===== src/rtl/imem_loader_if.sv =====
// Loader-side bus: byte stream in, instruction-memory write port and status out.
interface imem_loader_if #(
    parameter int unsigned INS_ADDRESS = 32,
    parameter int unsigned INS_W       = 32
);
    logic                   load_req;
    logic [7:0]             rx_data;
    logic                   rx_valid;
    logic                   rx_ready;
    logic                   mem_we;
    logic [INS_ADDRESS-1:0] mem_waddr;
    logic [INS_W-1:0]       mem_wdata;
    logic                   cpu_hold;
    logic                   load_done;
    logic                   load_error;
    logic [15:0]            word_count;

    modport master (
        output load_req, rx_data, rx_valid,
        input  rx_ready, mem_we, mem_waddr, mem_wdata,
        input  cpu_hold, load_done, load_error, word_count
    );

    modport slave (
        input  load_req, rx_data, rx_valid,
        output rx_ready, mem_we, mem_waddr, mem_wdata,
        output cpu_hold, load_done, load_error, word_count
    );
endinterface


===== src/rtl/imem_loader.sv =====
// Fills instruction memory from a little-endian byte stream (16-bit word-count
// header, then 4 bytes per word) while holding the processor.
module imem_loader #(
    parameter int unsigned INS_ADDRESS = 32,
    parameter int unsigned INS_W       = 32,
    parameter int unsigned MAX_WORDS   = 16
) (
    input  logic          clk,
    input  logic          reset,
    imem_loader_if.slave  bus
);
    localparam int unsigned WC_W = 16;

    localparam logic [2:0] S_RUN   = 3'd0;
    localparam logic [2:0] S_HDR0  = 3'd1;
    localparam logic [2:0] S_HDR1  = 3'd2;
    localparam logic [2:0] S_DATA  = 3'd3;
    localparam logic [2:0] S_WRITE = 3'd4;
    localparam logic [2:0] S_DONE  = 3'd5;
    localparam logic [2:0] S_ERROR = 3'd6;

    logic [2:0]             r_state;
    logic [2:0]             w_state_nxt;
    logic                   r_rx_ready;
    logic                   r_mem_we;
    logic [INS_ADDRESS-1:0] r_mem_waddr;
    logic [INS_W-1:0]       r_mem_wdata;
    logic                   r_cpu_hold;
    logic                   r_load_done;
    logic                   r_load_error;
    logic [WC_W-1:0]        r_word_count;
    logic [WC_W-1:0]        r_words_written;
    logic [1:0]             r_byte_idx;
    logic [23:0]            r_word;
    logic                   w_accept;
    logic [WC_W-1:0]        w_hdr_count;

    assign w_accept    = bus.rx_valid & r_rx_ready;
    assign w_hdr_count = {bus.rx_data, r_word_count[7:0]};

    always_ff @(posedge clk or posedge reset) begin
        if (reset) r_state <= S_RUN;
        else       r_state <= w_state_nxt;
    end

    always_comb begin
        w_state_nxt = r_state;
        case (r_state)
            S_RUN:   if (bus.load_req) w_state_nxt = S_HDR0;
            S_HDR0:  if (w_accept) w_state_nxt = S_HDR1;
            S_HDR1: begin
                if (w_accept) begin
                    if (w_hdr_count == WC_W'(0))              w_state_nxt = S_DONE;
                    else if (w_hdr_count > WC_W'(MAX_WORDS))  w_state_nxt = S_ERROR;
                    else                                      w_state_nxt = S_DATA;
                end
            end
            S_DATA:  if (w_accept && r_byte_idx == 2'd3) w_state_nxt = S_WRITE;
            S_WRITE: begin
                if (r_words_written + WC_W'(1) == r_word_count) w_state_nxt = S_DONE;
                else                                            w_state_nxt = S_DATA;
            end
            S_DONE:  w_state_nxt = S_RUN;
            S_ERROR: if (bus.load_req) w_state_nxt = S_HDR0;
            default: w_state_nxt = S_RUN;
        endcase
    end

    // Status outputs are registered decodes of the next state.
    always_ff @(posedge clk or posedge reset) begin
        if (reset) begin
            r_rx_ready   <= 1'b0;
            r_cpu_hold   <= 1'b0;
            r_load_done  <= 1'b0;
            r_load_error <= 1'b0;
            r_mem_we     <= 1'b0;
        end else begin
            r_rx_ready   <= (w_state_nxt == S_HDR0) || (w_state_nxt == S_HDR1) ||
                            (w_state_nxt == S_DATA);
            r_cpu_hold   <= (w_state_nxt != S_RUN);
            r_load_done  <= (w_state_nxt == S_DONE);
            r_load_error <= (w_state_nxt == S_ERROR);
            r_mem_we     <= (w_state_nxt == S_WRITE);
        end
    end

    always_ff @(posedge clk or posedge reset) begin
        if (reset) begin
            r_word_count    <= '0;
            r_words_written <= '0;
            r_byte_idx      <= '0;
            r_word          <= '0;
            r_mem_waddr     <= '0;
            r_mem_wdata     <= '0;
        end else begin
            case (r_state)
                S_RUN, S_ERROR: begin
                    r_words_written <= '0;
                    r_byte_idx      <= '0;
                end
                S_HDR0: if (w_accept) r_word_count[7:0]  <= bus.rx_data;
                S_HDR1: if (w_accept) r_word_count[15:8] <= bus.rx_data;
                S_DATA: begin
                    if (w_accept) begin
                        r_byte_idx <= r_byte_idx + 2'd1;
                        case (r_byte_idx)
                            2'd0: r_word[7:0]   <= bus.rx_data;
                            2'd1: r_word[15:8]  <= bus.rx_data;
                            2'd2: r_word[23:16] <= bus.rx_data;
                            default: begin
                                // Final byte goes straight into the write register.
                                r_mem_wdata <= INS_W'({bus.rx_data, r_word});
                                r_mem_waddr <= INS_ADDRESS'({r_words_written, 2'b00});
                            end
                        endcase
                    end
                end
                S_WRITE: r_words_written <= r_words_written + WC_W'(1);
                default: ;
            endcase
        end
    end

    assign bus.rx_ready   = r_rx_ready;
    assign bus.mem_we     = r_mem_we;
    assign bus.mem_waddr  = r_mem_waddr;
    assign bus.mem_wdata  = r_mem_wdata;
    assign bus.cpu_hold   = r_cpu_hold;
    assign bus.load_done  = r_load_done;
    assign bus.load_error = r_load_error;
    assign bus.word_count = r_word_count;
endmodule


===== src/flat_wrapper.sv =====
// flat-port wrapper written by rule: the top's interface ports become plain ports
module imem_loader_flat 
#(
    parameter int unsigned INS_ADDRESS = 32,
    parameter int unsigned INS_W       = 32,
    parameter int unsigned MAX_WORDS   = 16
)
  (clk, reset, bus_load_req, bus_rx_data, bus_rx_valid, bus_rx_ready, bus_mem_we, bus_mem_waddr, bus_mem_wdata, bus_cpu_hold, bus_load_done, bus_load_error, bus_word_count);
  imem_loader_if #(.INS_ADDRESS(INS_ADDRESS), .INS_W(INS_W)) bus_i ();
  input  logic clk;
  input  logic reset;
  input wire logic [$bits(bus_i.load_req)-1:0] bus_load_req;
  input wire logic [$bits(bus_i.rx_data)-1:0] bus_rx_data;
  input wire logic [$bits(bus_i.rx_valid)-1:0] bus_rx_valid;
  output wire logic [$bits(bus_i.rx_ready)-1:0] bus_rx_ready;
  output wire logic [$bits(bus_i.mem_we)-1:0] bus_mem_we;
  output wire logic [$bits(bus_i.mem_waddr)-1:0] bus_mem_waddr;
  output wire logic [$bits(bus_i.mem_wdata)-1:0] bus_mem_wdata;
  output wire logic [$bits(bus_i.cpu_hold)-1:0] bus_cpu_hold;
  output wire logic [$bits(bus_i.load_done)-1:0] bus_load_done;
  output wire logic [$bits(bus_i.load_error)-1:0] bus_load_error;
  output wire logic [$bits(bus_i.word_count)-1:0] bus_word_count;
  assign bus_i.load_req = bus_load_req;
  assign bus_i.rx_data = bus_rx_data;
  assign bus_i.rx_valid = bus_rx_valid;
  assign bus_rx_ready = bus_i.rx_ready;
  assign bus_mem_we = bus_i.mem_we;
  assign bus_mem_waddr = bus_i.mem_waddr;
  assign bus_mem_wdata = bus_i.mem_wdata;
  assign bus_cpu_hold = bus_i.cpu_hold;
  assign bus_load_done = bus_i.load_done;
  assign bus_load_error = bus_i.load_error;
  assign bus_word_count = bus_i.word_count;
  imem_loader #(.INS_ADDRESS(INS_ADDRESS), .INS_W(INS_W), .MAX_WORDS(MAX_WORDS)) u_core (.clk(clk), .reset(reset), .bus(bus_i));
endmodule

===== config.mk =====
export PLATFORM = sky130hd
export DESIGN_NAME = imem_loader_flat
export DESIGN_NICKNAME = d
export VERILOG_FILES = /design/src/rtl/imem_loader_if.sv /design/src/rtl/imem_loader.sv /design/src/flat_wrapper.sv
export SDC_FILE = /design/constraint.sdc
export NUM_CORES = 1
export LEC_CHECK = 0
export ABC_CLOCK_PERIOD_IN_PS = 3700
export CORE_ASPECT_RATIO = 0.9
export CORE_MARGIN = 2
export CORE_UTILIZATION = 31
export DETAILED_ROUTE_END_ITERATION = 12
export PLACE_DENSITY = 0.63
export SLEW_MARGIN = 10
export SYNTH_ARGS = -nofsm -noshare
export SYNTH_HDL_FRONTEND = slang
export SYNTH_SLANG_ARGS = --single-unit

===== constraint.sdc =====
create_clock -name clk -period 3.7 [get_ports clk]
set_input_delay 0.37 -clock clk [delete_from_list [all_inputs] [get_ports clk]]
set_output_delay 0.37 -clock clk [all_outputs]
set_load 0.02 [all_outputs]

==> impl_metrics.tcl, run 1 <==
set metrics [dict create \
    cts_max_level 4 \
    root_buffer "clkbuf_16" \
    synth_edf_count 0 \
    clkSlewWorstSetupHoldPaths_ns 0.05 \
    numPortBuffers 80 \
    grt_max_degree 54 \
    critPathCaptureType "flop" \
    final_common_cell "dfrtp_1" \
    layout_common_cells "dfrtp_1 (114), mux2_2 (88), clkdlybuf4s50_1 (80), nand2_1 (27), o21ai_0 (25)" \
    routed_wirelength_mm 12.7 \
    num_rows 45 \
    wl_per_cell_um 17.2 \
    drive_above_1_share 0.263 \
    holdWs_ns 0.439 \
    core_area_um2 16900 \
    slew_viol_final 0 \
    cts_setup_buffers 0 \
    fin_cells 739 \
    status "complete, no violations" \
    ys.flop_type "dfrtp_1" \
    diodes 0 \
    path_class "flop to flop" \
    dieArea_um2 18300 \
    worstReg2RegStart "u_core.r_words_written[0]$_DFFE_PP0P_" \
    dp_cells 707 \
    r2r_end "u_core.bus.rx_ready$_DFF_PP0_" \
    insertion_delay_ns 0.41 \
    gp_congestion 0.841 \
    clock_path_buffers 2 \
    relSlewSlack 0.519 \
    hp-class "input pin to asynchronous set/reset pin" \
    synth-async-reset-ratio 1.00 \
    routed_via_density 4.94 \
    ir_drop_uv 295 \
    dp_hpwl_mm 8.87 \
    rsz0062_at_grt "no" \
    hold_violations 0 \
    synth_top_area_frac 0.535 \
    ios 97 \
    cts_tree "built" \
    report.final.setup_viol 0 \
    synthTopCellsByArea "dfrtp_1 (53%), mux2_2 (19%), xnor2_1 (2.6%), o21ai_0 (2.3%), buf_4 (2.3%)" \
    period_needed_ns 2.85 \
    antenna_found_initial 0 \
    seq_area_frac_synth 0.535 \
    synth-seq-cells 114 \
    ant_nets 0 \
    drc 0 \
    globalRouteOverflowTotal 0 \
    cp.arrival_ns 3.14 \
    cap_violations 0 \
    initial_utilization 0.316 \
    synth_warnings 0 \
    fin_util 0.413 \
    ff2ff_path_depth 7 \
    die_y_um 128 \
    finalCritPeriodShare 0.770 \
    path_max_fanout 12 \
    critical_path_required_ns 3.99 \
    ys_types 53 \
    finalSetupTns_ns 0 \
    area_growth_pct 30.7 \
    ctsHoldBuffers 0 \
    fmax_ghz 0.351 \
    cts.sinks 114 \
    syn_inst 435 \
    numCtsBuffers 17 \
    reg2reg_slack_ns 0.85 \
    num-nets-final 533 \
    grt_usage 0.145 \
    synth.avg_cell_area_um2 12.3 \
    die_x_um 142 \
    skew_ns 0.00798 \
    leakagePower_nw 3.12 \
    cts_resized 0 \
    worst_pin_slew_ns 0.717 \
    worst_setup_path_start_kind "flop" \
    drt_iter0_drc 265 \
    yosys.area.top_type "dfrtp_1" \
    p_per_area_nw_per_um2 706 \
    vias 3648 \
    firstDrtPassIters 4 \
    grt_pass1_wl_mm 20.1 \
    grt_pass1_vias 3591 \
    synthesis.area_um2 5340 \
]
[synth_stat cells (2+ instances only)]
cell / instances
nor2_1: 14
mux2_2: 88
and3_1: 3
a211oi_1: 2
nand2_1: 28
o31ai_1: 5
a211oi_2: 2
or4_1: 5
buf_2: 10
nand4_1: 3
inv_1: 6
clkbuf_1: 14
dfrtp_1: 114
and4_1: 2
or3_1: 4
buf_4: 16
o21ai_0: 25
xor2_1: 9
a31oi_1: 2
nor4_1: 4
nor3_1: 6
buf_1: 2
ha_1: 6
nand3_1: 11
xnor2_1: 16
nand2b_1: 4
a22o_1: 3
a21oi_1: 6
[flip-flops by register name (all words and copies together) (netlist names)]
| register | flops |
|---|---|
| u_core.r_state | 3 |
| u_core.r_words_written | 16 |
| u_core.bus.word_count | 16 |
| u_core.bus.mem_wdata | 32 |
| u_core.bus.mem_waddr | 16 |
| u_core.r_word | 24 |
| u_core.bus.load_error | 1 |
| u_core.bus.mem_we | 1 |
| u_core.r_byte_idx | 2 |
| u_core.bus.load_done | 1 |
| u_core.bus.cpu_hold | 1 |
| u_core.bus.rx_ready | 1 |
[stage by stage]
stage / setup slack [ns] / power [mW] / cell area [µm²]
floorplan: 0.314 / 2.59 / 5390
global placement: 0.967 / 3.09 / 6300
detailed placement: 0.832 / 3.12 / 6300
CTS: 0.883 / 4.97 / 6980
global route: 0.727 / 5.17 / 6980
finish: 0.850 / 4.92 / 6980
[kinds of logic (layout without fill, tap and decap cells)]
group	count (synthesis)	in the layout	synth area share
and+or+nand+nor	94	94	0.0954
AOI/OAI and AO/OA	58	58	0.0767
muxes	88	88	0.186
adders and majority gates	6	6	0.0141
buffers and inverters	48	126	0.0474
other	1	16	0.000703
xor gates and xnor gates	26	26	0.0455
DFF	114	114	0.535
[area by class of cell]
cell class,instances,area (µm²)
Tap cell,211,264
Clock inverter,12,204
Multi-Input combinational cell,288,2290
Sequential cell,114,2850
Clock buffer,20,467
Inverter,6,25.0
Fill cell,1539,9920
Timing Repair Buffer,88,873
[report_power, final]
| part | switching [mW] | internal (mW) | leakage (nW) | total [mW] |
|---|---|---|---|---|
| combinational | 0.663 | 0.639 | 1.28 | 1.30 |
| sequential | 0.283 | 1.51 | 1.53 | 1.80 |
| clock | 0.575 | 1.25 | 0.318 | 1.82 |
[worst max path at each step]
stage / from / end
final: u_core.r_words_written[0]$_DFFE_PP0P_ / u_core.bus.rx_ready$_DFF_PP0_
after global routing: u_core.r_words_written[0]$_DFFE_PP0P_ / u_core.bus.rx_ready$_DFF_PP0_
after CTS: u_core.r_words_written[0]$_DFFE_PP0P_ / u_core.bus.rx_ready$_DFF_PP0_
after detailed placement: bus_rx_data[4] / u_core.bus.rx_ready$_DFF_PP0_
after global placement: bus_rx_data[4] / u_core.bus.load_error$_DFF_PP0_
after floorplan: reset / u_core.bus.cpu_hold$_DFF_PP0_
[layer usage]
| layer | part of all wire | vias up | wire (µm) | GRT usage |
|---|---|---|---|---|
| met1 | 0.48 | 1814 | 6090 | 0.208 |
| met4 | 0.019 | 0 | 240 | 0.0646 |
| met5 | 0 | - | 0 | 0 |
| met2 | 0.44 | 129 | 5570 | 0.206 |
| met3 | 0.064 | 15 | 812 | 0.0391 |
| li1 | - | 1690 | - | - |
[critical path: stages, from the launching register on]
cell and delay [ns]:
dfrtp_1 0.47, ha_1 0.29, nand3_1 0.31, or3_1 0.51
or4b_4 0.54, and2_4 0.18, o41ai_4 0.34, nor2_1 0.09
Power figures use the tool's default switching activity.
==> run 2: changes to the inputs <==
--- a/config.mk
+++ b/config.mk
@@ -5,12 +5,12 @@
 export SDC_FILE = /design/constraint.sdc
 export NUM_CORES = 1
 export LEC_CHECK = 0
-export ABC_CLOCK_PERIOD_IN_PS = 3700
+export ABC_CLOCK_PERIOD_IN_PS = 2500
 export CORE_ASPECT_RATIO = 0.9
 export CORE_MARGIN = 2
 export CORE_UTILIZATION = 31
 export DETAILED_ROUTE_END_ITERATION = 12
-export PLACE_DENSITY = 0.63
+export PLACE_DENSITY = 0.65
 export SLEW_MARGIN = 10
 export SYNTH_ARGS = -nofsm -noshare
 export SYNTH_HDL_FRONTEND = slang
==> constraint.sdc (replaced) <==
create_clock -name clk -period 2.5 [get_ports clk]
set_input_delay 0.25 -clock clk [delete_from_list [all_inputs] [get_ports clk]]
set_output_delay 0.25 -clock clk [all_outputs]
set_load 0.02 [all_outputs]
==> run 2 against run 1 <==
  * Routed wire length is 6.1% higher
  * Fmax rose by 19%
  * Combinational power grew 59%
  * Clock power is 47% higher
  * Largest power group unchanged
==> impl_metrics.tcl, run 2 (same netlist as run 1, synthesis figures left out) <==
set metrics [dict create \
    regArea_um2 2850 \
    wl_per_cell_um 17.6 \
    report.final.setup_viol 0 \
    diodes 0 \
    drive_above_1_share 0.301 \
    leakagePower_nw 3.25 \
    antenna_found_initial 0 \
    cts_max_level 4 \
    grt_max_degree 115 \
    ios 97 \
    ant_nets 0 \
    worst_setup_path_start_kind "flop" \
    cts_setup_buffers 0 \
    ir_drop_uv 629 \
    dieArea_um2 18300 \
    cts.sinks 114 \
    drc 0 \
    routed_wirelength_mm 13.5 \
    initial_utilization 0.316 \
    numPortBuffers 80 \
    grt_pass1_wl_mm 21.6 \
    skew_ns 0.00879 \
    final_common_cell "dfrtp_1" \
    area_growth_pct 34.6 \
    globalRouteOverflowTotal 0 \
    slew_viol_final 0 \
    path_class "flop to flop" \
    grt_usage 0.157 \
    place_area_um2 6520 \
    die_y_um 128 \
    fin_cells 766 \
    relSlewSlack 0.498 \
    status "complete, no violations" \
    finalCritPeriodShare 0.962 \
    numCtsBuffers 17 \
    gp_congestion 0.947 \
    p_per_area_nw_per_um2 1030 \
    path_max_fanout 5 \
    cts_tree "built" \
    dp_cells 734 \
    period_needed_ns 2.40 \
    vias 3835 \
    post-place-ws_ns -0.0456 \
    firstDrtPassIters 6 \
    clkSlewWorstSetupHoldPaths_ns 0.05 \
    ctsHoldBuffers 0 \
    dp_hpwl_mm 9.66 \
    num-nets-final 560 \
    cp.arrival_ns 2.69 \
    grt_pass1_vias 3928 \
    largest_reg_flops 32 \
    hp-class "input pin to asynchronous set/reset pin" \
    critical_path_required_ns 2.79 \
    n_fill_cell 1532 \
    cap_violations 0 \
    insertion_delay_ns 0.42 \
    die_x_um 142 \
    hold_violations 0 \
    drt_iter0_drc 282 \
    routed_via_density 5.01 \
    rsz0062_at_grt "no" \
    core_area_um2 16900 \
    multi_input_area_um2 2290 \
    num_rows 45 \
    layout_common_cells "dfrtp_1 (114), mux2_2 (88), clkdlybuf4s50_1 (80), buf_4 (33), nand2_1 (27)" \
    critPathCaptureType "flop" \
    final.setup.worst_slack_ns 0.0958 \
    root_buffer "clkbuf_16" \
    fin_area_um2 7180 \
    finalSetupTns_ns 0 \
    fmax_ghz 0.416 \
    worst_pin_slew_ns 0.751 \
    clock_path_buffers 2 \
]
==> run 2: metrics by stage <==
| step | hold slack [ns] | power (mW) | utilization |
|---|---|---|---|
| finish | 0.363 | 7.38 | 0.425 |
| floorplan | 0.401 | 3.84 | - |
| global placement | 0.474 | 4.66 | 0.386 |
| CTS | 0.395 | 7.44 | 0.425 |
| global route | 0.414 | 7.75 | 0.425 |
| detailed placement | 0.476 | 4.73 | 0.386 |
==> run 2: final timing paths <==
| path | cells after the start | startpoint | endpoint | slack [ns] |
|---|---|---|---|---|
| min reg2reg | 2 | u_core.bus.mem_waddr[13]$_DFFE_PP0P_ | u_core.bus.mem_waddr[13]$_DFFE_PP0P_ | 0.48 |
| min | 3 | reset | u_core.bus.mem_wdata[25]$_DFFE_PP0P_ | 0.36 |
| max in group asynchronous | 3 | reset | u_core.r_words_written[5]$_DFFE_PP0P_ | 1.70 |
| max | 7 | u_core.r_words_written[0]$_DFFE_PP0P_ | u_core.bus.rx_ready$_DFF_PP0_ | 0.1 |
| max reg2reg | 7 | u_core.r_words_written[0]$_DFFE_PP0P_ | u_core.bus.rx_ready$_DFF_PP0_ | 0.1 |
| min in group clk | 2 | u_core.bus.mem_waddr[13]$_DFFE_PP0P_ | u_core.bus.mem_waddr[13]$_DFFE_PP0P_ | 0.48 |
==> run 2: metal layers <==
metal  global-route usage  wire length [µm]
met1                0.198              5850
met4               0.0722               378
met2                0.251              6510
met3               0.0458               761
met5                    0                 0
==> run 2: worst max-delay path, cell delays in order, from the launching register on <==
cell     delay, ns
dfrtp_1       0.36
ha_1          0.19
nand3_2       0.13
or3_1         0.44
or4b_4        0.55
and2_4        0.18
o41ai_4       0.33
nor2_1        0.08
==> run 2: final cells by class <==
type | instances | area share
clock buffers | 19 | 0.0630
flip-flops and latches | 114 | 0.397
clock inverters | 13 | 0.0286
inverters | 6 | 0.00366
multi-input cells | 288 | 0.319
repair buffers | 115 | 0.152
well taps | 211 | 0.0367
==> run 2: where the power goes <==
part | internal [mW] | total (mW) | switching (mW)
clock network | 1.82 | 2.68 | 0.859
registers | 2.24 | 2.63 | 0.392
logic | 1.02 | 2.07 | 1.05
==> run 2: what timing repair did <==
action	4_1_cts	5_1_grt
gates resized for setup	0	1
endpoints found under the setup margin	0	2
hold endpoints to repair	0	0
==> run 3: changes to the inputs <==
--- a/config.mk
+++ b/config.mk
@@ -5,7 +5,7 @@
 export SDC_FILE = /design/constraint.sdc
 export NUM_CORES = 1
 export LEC_CHECK = 0
-export ABC_CLOCK_PERIOD_IN_PS = 2500
+export ABC_CLOCK_PERIOD_IN_PS = 2000
 export CORE_ASPECT_RATIO = 0.9
 export CORE_MARGIN = 2
 export CORE_UTILIZATION = 31
==> constraint.sdc (replaced) <==
create_clock -name clk -period 2 [get_ports clk]
set_input_delay 0.2 -clock clk [delete_from_list [all_inputs] [get_ports clk]]
set_output_delay 0.2 -clock clk [all_outputs]
set_load 0.02 [all_outputs]
==> run 3 against run 2 <==
  * Register-to-register slack worse by 0.50 ns
  * Sequential cell count stayed put
  * Highest routed layer unchanged
  * Design area is 5.8% higher
  * Total power is 28% higher
  * Non-clock buffer count is 50 higher
  * Routed wire length is 5.1% higher
  * Critical endpoint is now u_core.bus.load_error$_DFF_PP0_
  * The run now ends with setup timing left
  * Die area stayed put
  * Combinational power is 53% higher
  * Clock power is 16% higher
  * First-iteration DRC count is 13% lower
==> impl_metrics.tcl, run 3 (same netlist as run 1, synthesis figures left out) <==
set metrics [dict create \
    post-place-ws_ns -0.550 \
    finalSetupTns_ns -1.89 \
    grt_pass1_vias 4077 \
    startpoint "u_core.r_words_written[1]$_DFFE_PP0P_" \
    fmax_ghz 0.415 \
    root_buffer "clkbuf_16" \
    reg2reg_slack_ns -0.41 \
    finalCritPeriodShare 1.20 \
    dp_hpwl_mm 10.3 \
    wl_met2_mm 6.91 \
    place_area_um2 6910 \
    wl_per_cell_um 17.4 \
    holdWs_ns 0.195 \
    leakagePower_nw 3.50 \
    globalRouteOverflowTotal 0 \
    final_common_cell "dfrtp_1" \
    ios 97 \
    cap_violations 0 \
    die_y_um 128 \
    cts_max_level 4 \
    slew_viol_final 0 \
    path_max_fanout 4 \
    diodes 0 \
    worst_pin_slew_ns 0.546 \
    skew_ns 0.00702 \
    insertion_delay_ns 0.42 \
    routed_wirelength_mm 14.2 \
    ctsHoldBuffers 0 \
    fin_util 0.450 \
    crit_end "u_core.bus.load_error$_DFF_PP0_" \
    hold_violations 0 \
    grt_pass1_wl_mm 22.5 \
    total_power_mw 9.42 \
    grt_max_degree 50 \
    rsz0062_at_grt "yes" \
    fin_area_um2 7600 \
    fin_cells 815 \
    worstReg2RegStart "u_core.r_words_written[1]$_DFFE_PP0P_" \
    dieArea_um2 18300 \
    clock_path_buffers 2 \
    num_rows 45 \
    path_class "flop to flop" \
    clkSlewWorstSetupHoldPaths_ns 0.06 \
    hp-class "input pin to asynchronous set/reset pin" \
    routed_via_density 4.87 \
    initial_utilization 0.316 \
    gp_congestion 0.859 \
    critical_path_required_ns 2.28 \
    vias 3971 \
    cts_tree "built" \
    wl_met1_mm 6.50 \
    final.setup.worst_slack_ns -0.409 \
    die_x_um 142 \
    ant_nets 0 \
    drt_iter0_drc 245 \
    num-nets-final 610 \
    report.final.setup_viol 6 \
    worst_setup_path_start_kind "flop" \
    p_per_area_nw_per_um2 1240 \
    highest_layer "met4" \
    failed_checks "setup timing" \
    numCtsBuffers 17 \
    r2r_end "u_core.bus.load_error$_DFF_PP0_" \
    dp_cells 781 \
    grt_usage 0.163 \
    layout_common_cells "dfrtp_1 (113), mux2_2 (88), buf_4 (81), clkdlybuf4s50_1 (80), nand2_1 (27)" \
    ir_drop_uv 667 \
    cts.sinks 114 \
    area_growth_pct 42.5 \
    antenna_found_initial 0 \
    relSlewSlack 0.635 \
    cp.arrival_ns 2.69 \
    drive_above_1_share 0.373 \
    period_needed_ns 2.41 \
    status "complete, but fails checks" \
    largest_reg_flops 32 \
    routed-wl-met3_um 598 \
    n_fill_cell 1520 \
    numPortBuffers 80 \
    drc 0 \
    firstDrtPassIters 4 \
    critPathCaptureType "flop" \
    ff2ff_path_depth 8 \
    core_area_um2 16900 \
]
## run 3: cell types whose count changed in the layout (fill, tap and decap cells not counted), sizes merged
cell | before | now
bufinv | 5 | 3
clkinv | 4 | 5
inv | 6 | 9
buf | 35 | 85
clkbuf | 19 | 17
clkinvlp | 4 | 3
## run 3: what timing repair did
action	CTS	global route
buffers inserted	3	0
gates resized for setup	10	1
setup endpoints to repair	6	7
pin swaps	7	1
## run 3: how the worst min path moves through the flow
stage	to	slack [ns]	cells after the start
detailed placement	u_core.bus.mem_waddr[13]$_DFFE_PP0P_	0.48	2
floorplan	u_core.bus.mem_wdata[24]$_DFFE_PP0P_	0.35	1
global placement	u_core.bus.mem_waddr[13]$_DFFE_PP0P_	0.47	2
finish	u_core.bus.mem_wdata[26]$_DFFE_PP0P_	0.20	2
CTS	u_core.bus.mem_wdata[27]$_DFFE_PP0P_	0.19	2
global route	u_core.bus.mem_wdata[16]$_DFFE_PP0P_	0.21	2
## run 3: cell type report
cell class	instances	area (µm²)	area share
Timing Repair Buffer	165	1480	0.195
Clock inverter	14	180	0.0237
Multi-Input combinational cell	288	2370	0.312
Tap cell	211	264	0.0347
Sequential cell	114	2850	0.375
Clock buffer	17	425	0.0559
Inverter	6	26.3	0.00346
## run 3: power breakdown
part | internal, mW | switching (mW)
combinational | 1.57 | 1.59
sequential | 2.80 | 0.340
clock | 1.97 | 1.14
total | 6.34 | 3.07
## run 3: metal layers
layer / vias up / track usage
met3: 14 / 0.0413
met2: 107 / 0.266
met5: - / 0
met4: 0 / 0.0507
met1: 2005 / 0.217
li1: 1845 / -
## run 3: worst max-delay path, cell delays in order (launching register included)
cell and delay (ns):
dfrtp_1 0.38, ha_4 0.16, nand3_4 0.10, buf_4 0.16, or3_4 0.36, or4b_4 0.57, a211oi_4 0.26, a31oi_4 0.13
nor3b_2 0.17
